### src/rtl/pipe_stage_skid.sv
// pipe_stage_skid
//    Valid/ready pipeline register carrying an opaque DATA_W-bit payload
//    between two pipeline stages (IF/ID, ID/EX, ...).
//    SKID=0 : one payload register; in_ready_o is combinational from out_ready_i.
//    SKID=1 : two-entry skid buffer (main + skid); in_ready_o is a function
//             of registered state only, so the back-end stall path is cut.
//    A saturating counter tracks cycles where the output is stalled.
//
// Ports
//    clk_i        clock, rising edge
//    rst_ni       asynchronous active-low reset
//    flush_i      synchronous flush, drops held and incoming payloads
//    in_valid_i   upstream payload valid
//    in_ready_o   stage accepts a payload this cycle
//    in_data_i    upstream payload
//    out_valid_o  out_data_o is valid
//    out_ready_i  downstream consumes out_data_o this cycle
//    out_data_o   payload towards the downstream stage
//    occupancy_o  held entries (0..2)
//    stall_cnt_o  saturating count of out_valid_o & ~out_ready_i cycles
module pipe_stage_skid #(
   parameter int unsigned DATA_W         = 107,
   parameter int unsigned SKID           = 1,
   parameter int unsigned CLEAR_ON_FLUSH = 1,
   parameter int unsigned CNT_W          = 16
) (
   input  logic              clk_i,
   input  logic              rst_ni,
   input  logic              flush_i,
   input  logic              in_valid_i,
   output logic              in_ready_o,
   input  logic [DATA_W-1:0] in_data_i,
   output logic              out_valid_o,
   input  logic              out_ready_i,
   output logic [DATA_W-1:0] out_data_o,
   output logic [1:0]        occupancy_o,
   output logic [CNT_W-1:0]  stall_cnt_o
);

   logic             in_ready_s;
   logic             out_valid_s;
   logic             in_fire_s;
   logic             out_fire_s;
   logic [CNT_W-1:0] stall_cnt_r;

   assign in_fire_s  = in_valid_i & in_ready_s;
   assign out_fire_s = out_valid_s & out_ready_i;

   generate
      if (SKID != 0) begin : g_skid
         localparam logic [1:0] ST_EMPTY = 2'd0;
         localparam logic [1:0] ST_ONE   = 2'd1;
         localparam logic [1:0] ST_FULL  = 2'd2;

         logic [1:0]        state_r;
         logic [1:0]        state_nxt_s;
         logic [DATA_W-1:0] main_r;
         logic [DATA_W-1:0] main_nxt_s;
         logic [DATA_W-1:0] skid_r;
         logic [DATA_W-1:0] skid_nxt_s;

         // Next-state and payload steering for the two-entry buffer.
         always_comb begin
            state_nxt_s = state_r;
            main_nxt_s  = main_r;
            skid_nxt_s  = skid_r;
            if (flush_i) begin
               state_nxt_s = ST_EMPTY;
               if (CLEAR_ON_FLUSH != 0) begin
                  main_nxt_s = {DATA_W{1'b0}};
                  skid_nxt_s = {DATA_W{1'b0}};
               end else begin
                  main_nxt_s = main_r;
                  skid_nxt_s = skid_r;
               end
            end else begin
               case (state_r)
                  ST_EMPTY: begin
                     if (in_fire_s) begin
                        state_nxt_s = ST_ONE;
                        main_nxt_s  = in_data_i;
                     end else begin
                        state_nxt_s = ST_EMPTY;
                     end
                  end
                  ST_ONE: begin
                     if (in_fire_s && out_fire_s) begin
                        main_nxt_s = in_data_i;
                     end else if (in_fire_s) begin
                        // Downstream stalled: park the newcomer behind main.
                        state_nxt_s = ST_FULL;
                        skid_nxt_s  = in_data_i;
                     end else if (out_fire_s) begin
                        state_nxt_s = ST_EMPTY;
                     end else begin
                        state_nxt_s = ST_ONE;
                     end
                  end
                  ST_FULL: begin
                     // in_ready is low here, so only the drain side can move.
                     if (out_fire_s) begin
                        state_nxt_s = ST_ONE;
                        main_nxt_s  = skid_r;
                     end else begin
                        state_nxt_s = ST_FULL;
                     end
                  end
                  default: begin
                     state_nxt_s = ST_EMPTY;
                  end
               endcase
            end
         end

         // Buffer state and payload registers.
         always_ff @(posedge clk_i or negedge rst_ni) begin
            if (!rst_ni) begin
               state_r <= ST_EMPTY;
               main_r  <= {DATA_W{1'b0}};
               skid_r  <= {DATA_W{1'b0}};
            end else begin
               state_r <= state_nxt_s;
               main_r  <= main_nxt_s;
               skid_r  <= skid_nxt_s;
            end
         end

         assign out_valid_s = (state_r != ST_EMPTY);
         assign in_ready_s  = (state_r != ST_FULL);
         assign out_data_o  = main_r;
         assign occupancy_o = (state_r == ST_FULL) ? 2'd2 :
                              (state_r == ST_ONE)  ? 2'd1 : 2'd0;
      end else begin : g_single
         logic              valid_r;
         logic              valid_nxt_s;
         logic [DATA_W-1:0] main_r;
         logic [DATA_W-1:0] main_nxt_s;

         // Next-state for the single register; a fill wins over a drain.
         always_comb begin
            valid_nxt_s = valid_r;
            main_nxt_s  = main_r;
            if (flush_i) begin
               valid_nxt_s = 1'b0;
               if (CLEAR_ON_FLUSH != 0) begin
                  main_nxt_s = {DATA_W{1'b0}};
               end else begin
                  main_nxt_s = main_r;
               end
            end else if (in_fire_s) begin
               valid_nxt_s = 1'b1;
               main_nxt_s  = in_data_i;
            end else if (out_fire_s) begin
               valid_nxt_s = 1'b0;
            end else begin
               valid_nxt_s = valid_r;
            end
         end

         // Valid flag and payload register.
         always_ff @(posedge clk_i or negedge rst_ni) begin
            if (!rst_ni) begin
               valid_r <= 1'b0;
               main_r  <= {DATA_W{1'b0}};
            end else begin
               valid_r <= valid_nxt_s;
               main_r  <= main_nxt_s;
            end
         end

         assign out_valid_s = valid_r;
         assign in_ready_s  = out_ready_i | ~valid_r;
         assign out_data_o  = main_r;
         assign occupancy_o = {1'b0, valid_r};
      end
   endgenerate

   // Saturating stall counter; flush does not touch it, only reset clears it.
   always_ff @(posedge clk_i or negedge rst_ni) begin
      if (!rst_ni) begin
         stall_cnt_r <= {CNT_W{1'b0}};
      end else if (out_valid_s && !out_ready_i && (stall_cnt_r != {CNT_W{1'b1}})) begin
         stall_cnt_r <= stall_cnt_r + CNT_W'(1);
      end else begin
         stall_cnt_r <= stall_cnt_r;
      end
   end

   assign in_ready_o  = in_ready_s;
   assign out_valid_o = out_valid_s;
   assign stall_cnt_o = stall_cnt_r;

endmodule

### config.mk
export PLATFORM = sky130hd
export DESIGN_NAME = pipe_stage_skid
export DESIGN_NICKNAME = d
export VERILOG_FILES = /design/src/rtl/pipe_stage_skid.sv
export SDC_FILE = /design/constraint.sdc
export NUM_CORES = 1
export LEC_CHECK = 0
export CAP_MARGIN = 20
export CORE_UTILIZATION = 50
export CTS_BUF_LIST = sky130_fd_sc_hd__clkbuf_16
export DETAILED_ROUTE_END_ITERATION = 8
export PLACE_DENSITY_LB_ADDON = 0.15
export SETUP_SLACK_MARGIN = 0.3
export SKIP_CTS_REPAIR_TIMING = 1
export SYNTH_ARGS = -nofsm -noshare
export SYNTH_HDL_FRONTEND = slang
export SYNTH_SLANG_ARGS = --single-unit
export TNS_END_PERCENT = 5
### constraint.sdc
create_clock -name clk_i -period 2.3 [get_ports clk_i]
set_input_delay 0.23 -clock clk_i [delete_from_list [all_inputs] [get_ports clk_i]]
set_output_delay 0.23 -clock clk_i [all_outputs]
set_load 0.03 [all_outputs]
# Word-level counts from Yosys, hierarchy flattened
# Cells that the tools add are included.
dict set report totals {
  ff_bits 232
  in_bits 112
}
dict set report classes {
  n_addsub 1
  eq_ne 9
  muxes 17
  n_bitwise 2
  n_reduce_logical 11
}
# operator n
set op_table {}
lappend op_table {{$mux W107} 7}
lappend op_table {{$pmux W107 S3} 1}
lappend op_table {{$add A16 B1 Y16 const B} 1}
lappend op_table {{$ne A16 B16 Y1 const B} 1}
lappend op_table {{$ne A3 B3 Y1 const B} 4}
lappend op_table {{$mux W2} 5}
lappend op_table {{$pmux W2 S3} 1}
lappend op_table {{$reduce_bool A2 Y1} 3}
lappend op_table {{$ne A2 B2 Y1 const B} 2}
lappend op_table {{$reduce_and A4 Y1} 1}
lappend op_table {{$reduce_bool A4 Y1} 1}
lappend op_table {{$logic_and A1 B1 Y1} 3}
lappend op_table {{$mux W1} 3}
lappend op_table {{$reduce_and A3 Y1} 1}
lappend op_table {{$and A1 B1 Y1} 2}
lappend op_table {{$eq A2 B1 Y1 const B} 1}
lappend op_table {{$eq A2 B2 Y1 const B} 1}
lappend op_table {{$logic_not A2 Y1} 1}
lappend op_table {{$logic_not A1 Y1} 1}

# Depth between registers and ports, before layout
dict set report depth {
  depth_word 7
  ltp_mapped 11
  depth_no_buf 6
}

# Worst setup path before layout
# Ideal clock, no wire load.
dict set report synth_timing {
  kind {register to register}
  start {register g_skid.state_r[0]}
  end {register g_skid.main_r[29], in the netlist out_data_o[29]}
  arrival_ns 2.026
  t_required_ns 2.212
  slack_ns 0.186
  stages_incl_launch_ff 11
  synth_period_minus_slack_ns 2.114
  cell_sequence {dfrtp_1 > inv_1 > ha_1 > nand2b_1 > a22o_1 > buf_4 > and2_4 > buf_6 > buf_6 > buf_6 > a211oi_2}
}
dict set report synth_via {
  elab_chain_cells 5
}
# element line_no
set synth_lines {}
lappend synth_lines {{start: declaration} 55} ;# logic [1:0] state_r;
lappend synth_lines {{start signal: assignment} 122} ;# state_r <= state_nxt_s;
lappend synth_lines {{$ne A2 B2 Y1 or $reduce_bool A2 Y1 (tied branches)} {129, 128}}
lappend synth_lines {{$and A1 B1 Y1, on equally long branches} {46, 47}}
lappend synth_lines {{$logic_and A1 B1 Y1} 87} ;# if (in_fire_s && out_fire_s) begin
lappend synth_lines {{$ne A3 B3 Y1 (no source line)} --}
lappend synth_lines {{$reduce_and A4 Y1 (no source line)} --}
lappend synth_lines {{end signal: assignment} 119} ;# main_r <= {DATA_W{1'b0}};
lappend synth_lines {{end signal: assignment} 123} ;# main_r <= main_nxt_s;
lappend synth_lines {{end: declaration} 57} ;# logic [DATA_W-1:0] main_r;
# Parallel ways exist; a longest one is shown, timed or not.
# A chain may end at the register's enable or synchronous reset.

# Worst setup path in the final report
dict set report layout_timing {
  start {register g_skid.state_r[0]}
  end {output port occupancy_o[1]}
}
dict set report layout_via {
  elab_chain_cells 2
}
# element line_no
set layout_lines {}
lappend layout_lines {{$eq A2 B2 Y1} 131} ;# assign occupancy_o = (state_r == ST_FULL) ? 2'd2 :
lappend layout_lines {{$mux W2} 131}
lappend layout_lines {{end: declaration} 36} ;# output logic [1:0] occupancy_o,
# Every way passes these cells.

==> impl_metrics.json <==
{
  "outcome": "finished, final reports clean",
  "final.setup_skew_ps": 8.87,
  "io_pins": 239,
  "synth-seq-cells": 232,
  "ys_seq_area_share_pct": 53.9,
  "critPathKind": "flip-flop to output pin",
  "wirelength_um": 28300,
  "cap_violations": 0,
  "antenna_left": 0,
  "portBuffers": 238,
  "avgSynthCellArea_um2": 10.2,
  "syn_inst": 1057,
  "diodes": 0,
  "post-dp-hpwl_um": 17400,
  "synthFlopType": "dfrtp_1",
  "reg2reg_depth": 7,
  "cts_buffers": 26,
  "setup_ws_ps": 109,
  "slew_viol_final": 0,
  "relSlewSlack_pct": 58.8,
  "syn_to_final_growth_pct": 33.4,
  "ff_latch_area_mm2": 0.00581,
  "worstSetupStartpointType": "flip-flop",
  "cts_tree": "built",
  "nets": 1377,
  "hold_viol": 0,
  "drt_first_iter_violations": 446,
  "path_cells": "inv_4 > ha_4 > clkdlybuf4s50_1",
  "ys_warn_count": 0,
  "clockBufferDepth": 3,
  "die_w_um": 149,
  "placed_cell_area_mm2": 0.0135,
  "ir_drop_uv": 596,
  "rsz0062_at_grt": "true",
  "whs_ps": 199,
  "final_cell_area_mm2": 0.0144,
  "synth_edf_count": 0,
  "core.rowCount": 53,
  "post-route-min-period_ps": 2190,
  "routabilityCongestion": 0.814,
  "crit_path_max_incr_delay_ps": 710,
  "grt_pass1_vias": 8757,
  "detail_route.wl_per_cell_um": 18.3,
  "drive_above_1_share_pct": 9.35,
  "pre_cts_slack_ps": 13.8,
  "drc_errors": 0,
  "setup_violations": 0,
  "finalCritPeriodShare_pct": 95.3,
  "vias_per_cell": 5.63,
  "clk_pin_slew_ps": 60,
  "setup.worst_path.end_class": "output pin",
  "multi_input_area_mm2": 0.00459,
  "synth_area_mm2": 0.0108,
  "synthesis.nets": 1175,
  "cts-htree-levels": 1,
  "overflow": 0,
  "cts_sinks": 232,
  "clk_latency_ps": 520,
  "p_per_area_mw_per_mm2": 835,
  "initial_utilization_pct": 51.1,
  "leakage_nw": 5.70,
  "cp.required_ps": 2070,
  "tightestPinTransition_ps": 619,
  "endpoint": "occupancy_o[1]",
  "cp_data_arrival_time_ps": 1960,
  "cp-startpoint": "g_skid.state_r[0]$_DFFE_PN0P_",
  "n_fill_cell": 1680,
  "die-area_mm2": 0.0221,
  "antenna_found_initial": 0,
  "grt_pass1_wl_um": 45700,
  "vias": 8713,
  "hold_path.class": "input port to flip-flop",
  "max_freq_mhz": 456,
  "cpMaxStageDelayCell": "clkdlybuf4s50_1",
  "cp_max_fo": 4,
  "cts_root_buf": "clkbuf_16",
  "grt.total_usage_pct": 25.6,
  "fp.dieH_um": 149,
  "timing.rr.start": "g_skid.state_r[1]$_DFFE_PN0P_",
  "tns_ps": 0,
  "grt_max_degree": 79,
  "synth_cell_types": 40,
  "reg2reg_to": "g_skid.skid_r[16]$_DFFE_PN0P_",
  "synthArstFlopShare_pct": 100,
  "reg2reg_slack_ps": 330,
  "drt-pass1-iter-count": 5,
  "core_mm2": 0.0211
}
[power by group]
group,leakage [nW],switching (W),internal [W]
Clock,0.379,0.00161,0.00209
Combinational,2.20,0.00204,0.00145
Sequential,3.13,0.000301,0.00451
Total,5.70,0.00395,0.00805
[stage by stage]
| stage | instances | util, % | total power, W |
|---|---|---|---|
| 3_5_place_dp | 1504 | 64.2 | 0.00833 |
| 3_3_place_gp | 1504 | 64.2 | 0.00827 |
| 2_1_floorplan | 1057 | - | 0.00684 |
| 6_report | 1548 | 68.1 | 0.0120 |
| 5_1_grt | 1548 | 68.1 | 0.0125 |
| 4_1_cts | 1546 | 67.7 | 0.0120 |
[how the worst min path moves through the flow]
stage | startpoint | to | slack (ps) | cells after the start
after floorplan | rst_ni | g_skid.skid_r[0]$_DFFE_PN0P_ | -70 | 0
after global routing | flush_i | g_skid.skid_r[89]$_DFFE_PN0P_ | 210 | 2
final | flush_i | g_skid.skid_r[89]$_DFFE_PN0P_ | 200 | 2
after detailed placement | rst_ni | out_data_o[79]$_DFFE_PN0P_ | 190 | 1
after CTS | rst_ni | out_data_o[79]$_DFFE_PN0P_ | -360 | 1
after global placement | rst_ni | out_data_o[79]$_DFFE_PN0P_ | 180 | 1
[final cells by class]
type / count / area share (%)
Clock buffer: 27 / 4.71
Clock inverter: 15 / 0.444
Inverter: 5 / 0.148
Multi-Input combinational cell: 724 / 32.0
Sequential cell: 232 / 40.5
Tap cell: 275 / 2.40
Timing Repair Buffer: 270 / 19.9
[registers in the layout (all words and copies together), names as in the netlist]
| register | cells |
|---|---|
| g_skid.skid_r | 107 |
| g_skid.state_r | 2 |
| out_data_o | 107 |
| stall_cnt_o | 16 |
[critical path, delay by kind of cell, from the launching register on]
kind | cells | cell delay [ps]
buffers and inverters | 2 | 820
flip-flops | 1 | 440
adder cells (fa/ha/maj) | 1 | 190
[cells in the mapped netlist, drive strengths merged, types with 2 or more instances]
master,number,area share (%)
dfrtp,232,54
ha,6,0.70
mux2i,108,10
buf,35,2.0
a211oi,107,8.9
a21oi,217,10
nand4,7,0.41
inv,5,0.17
nor3,8,0.37
nor2,6,0.21
nor4,2,0.26
xor2,11,0.89
nand2b,2,0.12
o21ai,3,0.14
a31oi,2,0.12
clkbuf,61,2.1
nand3,4,0.19
mux2,2,0.21
nand2,221,7.7
nor2b,4,0.28
[logic make-up (layout without fill, tap and decap cells)]
logic type | after synthesis | count (layout) | share of synthesized area (%)
AOI/OAI and AO/OA | 336 | 336 | 19.8
and+or+nand+nor | 261 | 261 | 10.1
DFF | 232 | 232 | 53.9
muxes | 110 | 110 | 10.2
buffers and inverters | 101 | 317 | 4.32
xor gates and xnor gates | 11 | 11 | 0.895
adders and majority gates | 6 | 6 | 0.697
[placed cells by master (no fill, tap or decap), types with 2 or more instances in the layout]
cell type	instances
mux2_2	2
mux2i_1	108
nand2_1	221
a21oi_1	217
clkinv_2	2
dfrtp_2	2
nor3_1	8
nand3_1	4
xor2_1	11
ha_4	3
clkinv_1	8
clkbuf_16	27
dfrtp_1	230
buf_6	2
nor2_1	6
a211oi_2	34
a211oi_1	73
o21ai_0	3
buf_4	13
nand4_1	7
nand2b_1	2
clkdlybuf4s50_1	233
dlymetal6s2s_1	2
a31oi_1	2
buf_12	16
ha_1	2
nor2b_2	3
inv_1	7
[per-layer routing]
| layer | track usage, % | up-vias | share of wire (%) | wire length, µm |
|---|---|---|---|---|
| li1 | - | 4138 | - | - |
| met1 | 35.0 | 4330 | 44 | 12400 |
| met2 | 41.8 | 213 | 47 | 13400 |
| met3 | 5.81 | 32 | 6.9 | 1950 |
| met4 | 5.51 | 0 | 1.6 | 457 |
| met5 | 0 | - | 0 | 0 |
No activity file was read; power rests on OpenSTA's default activity.
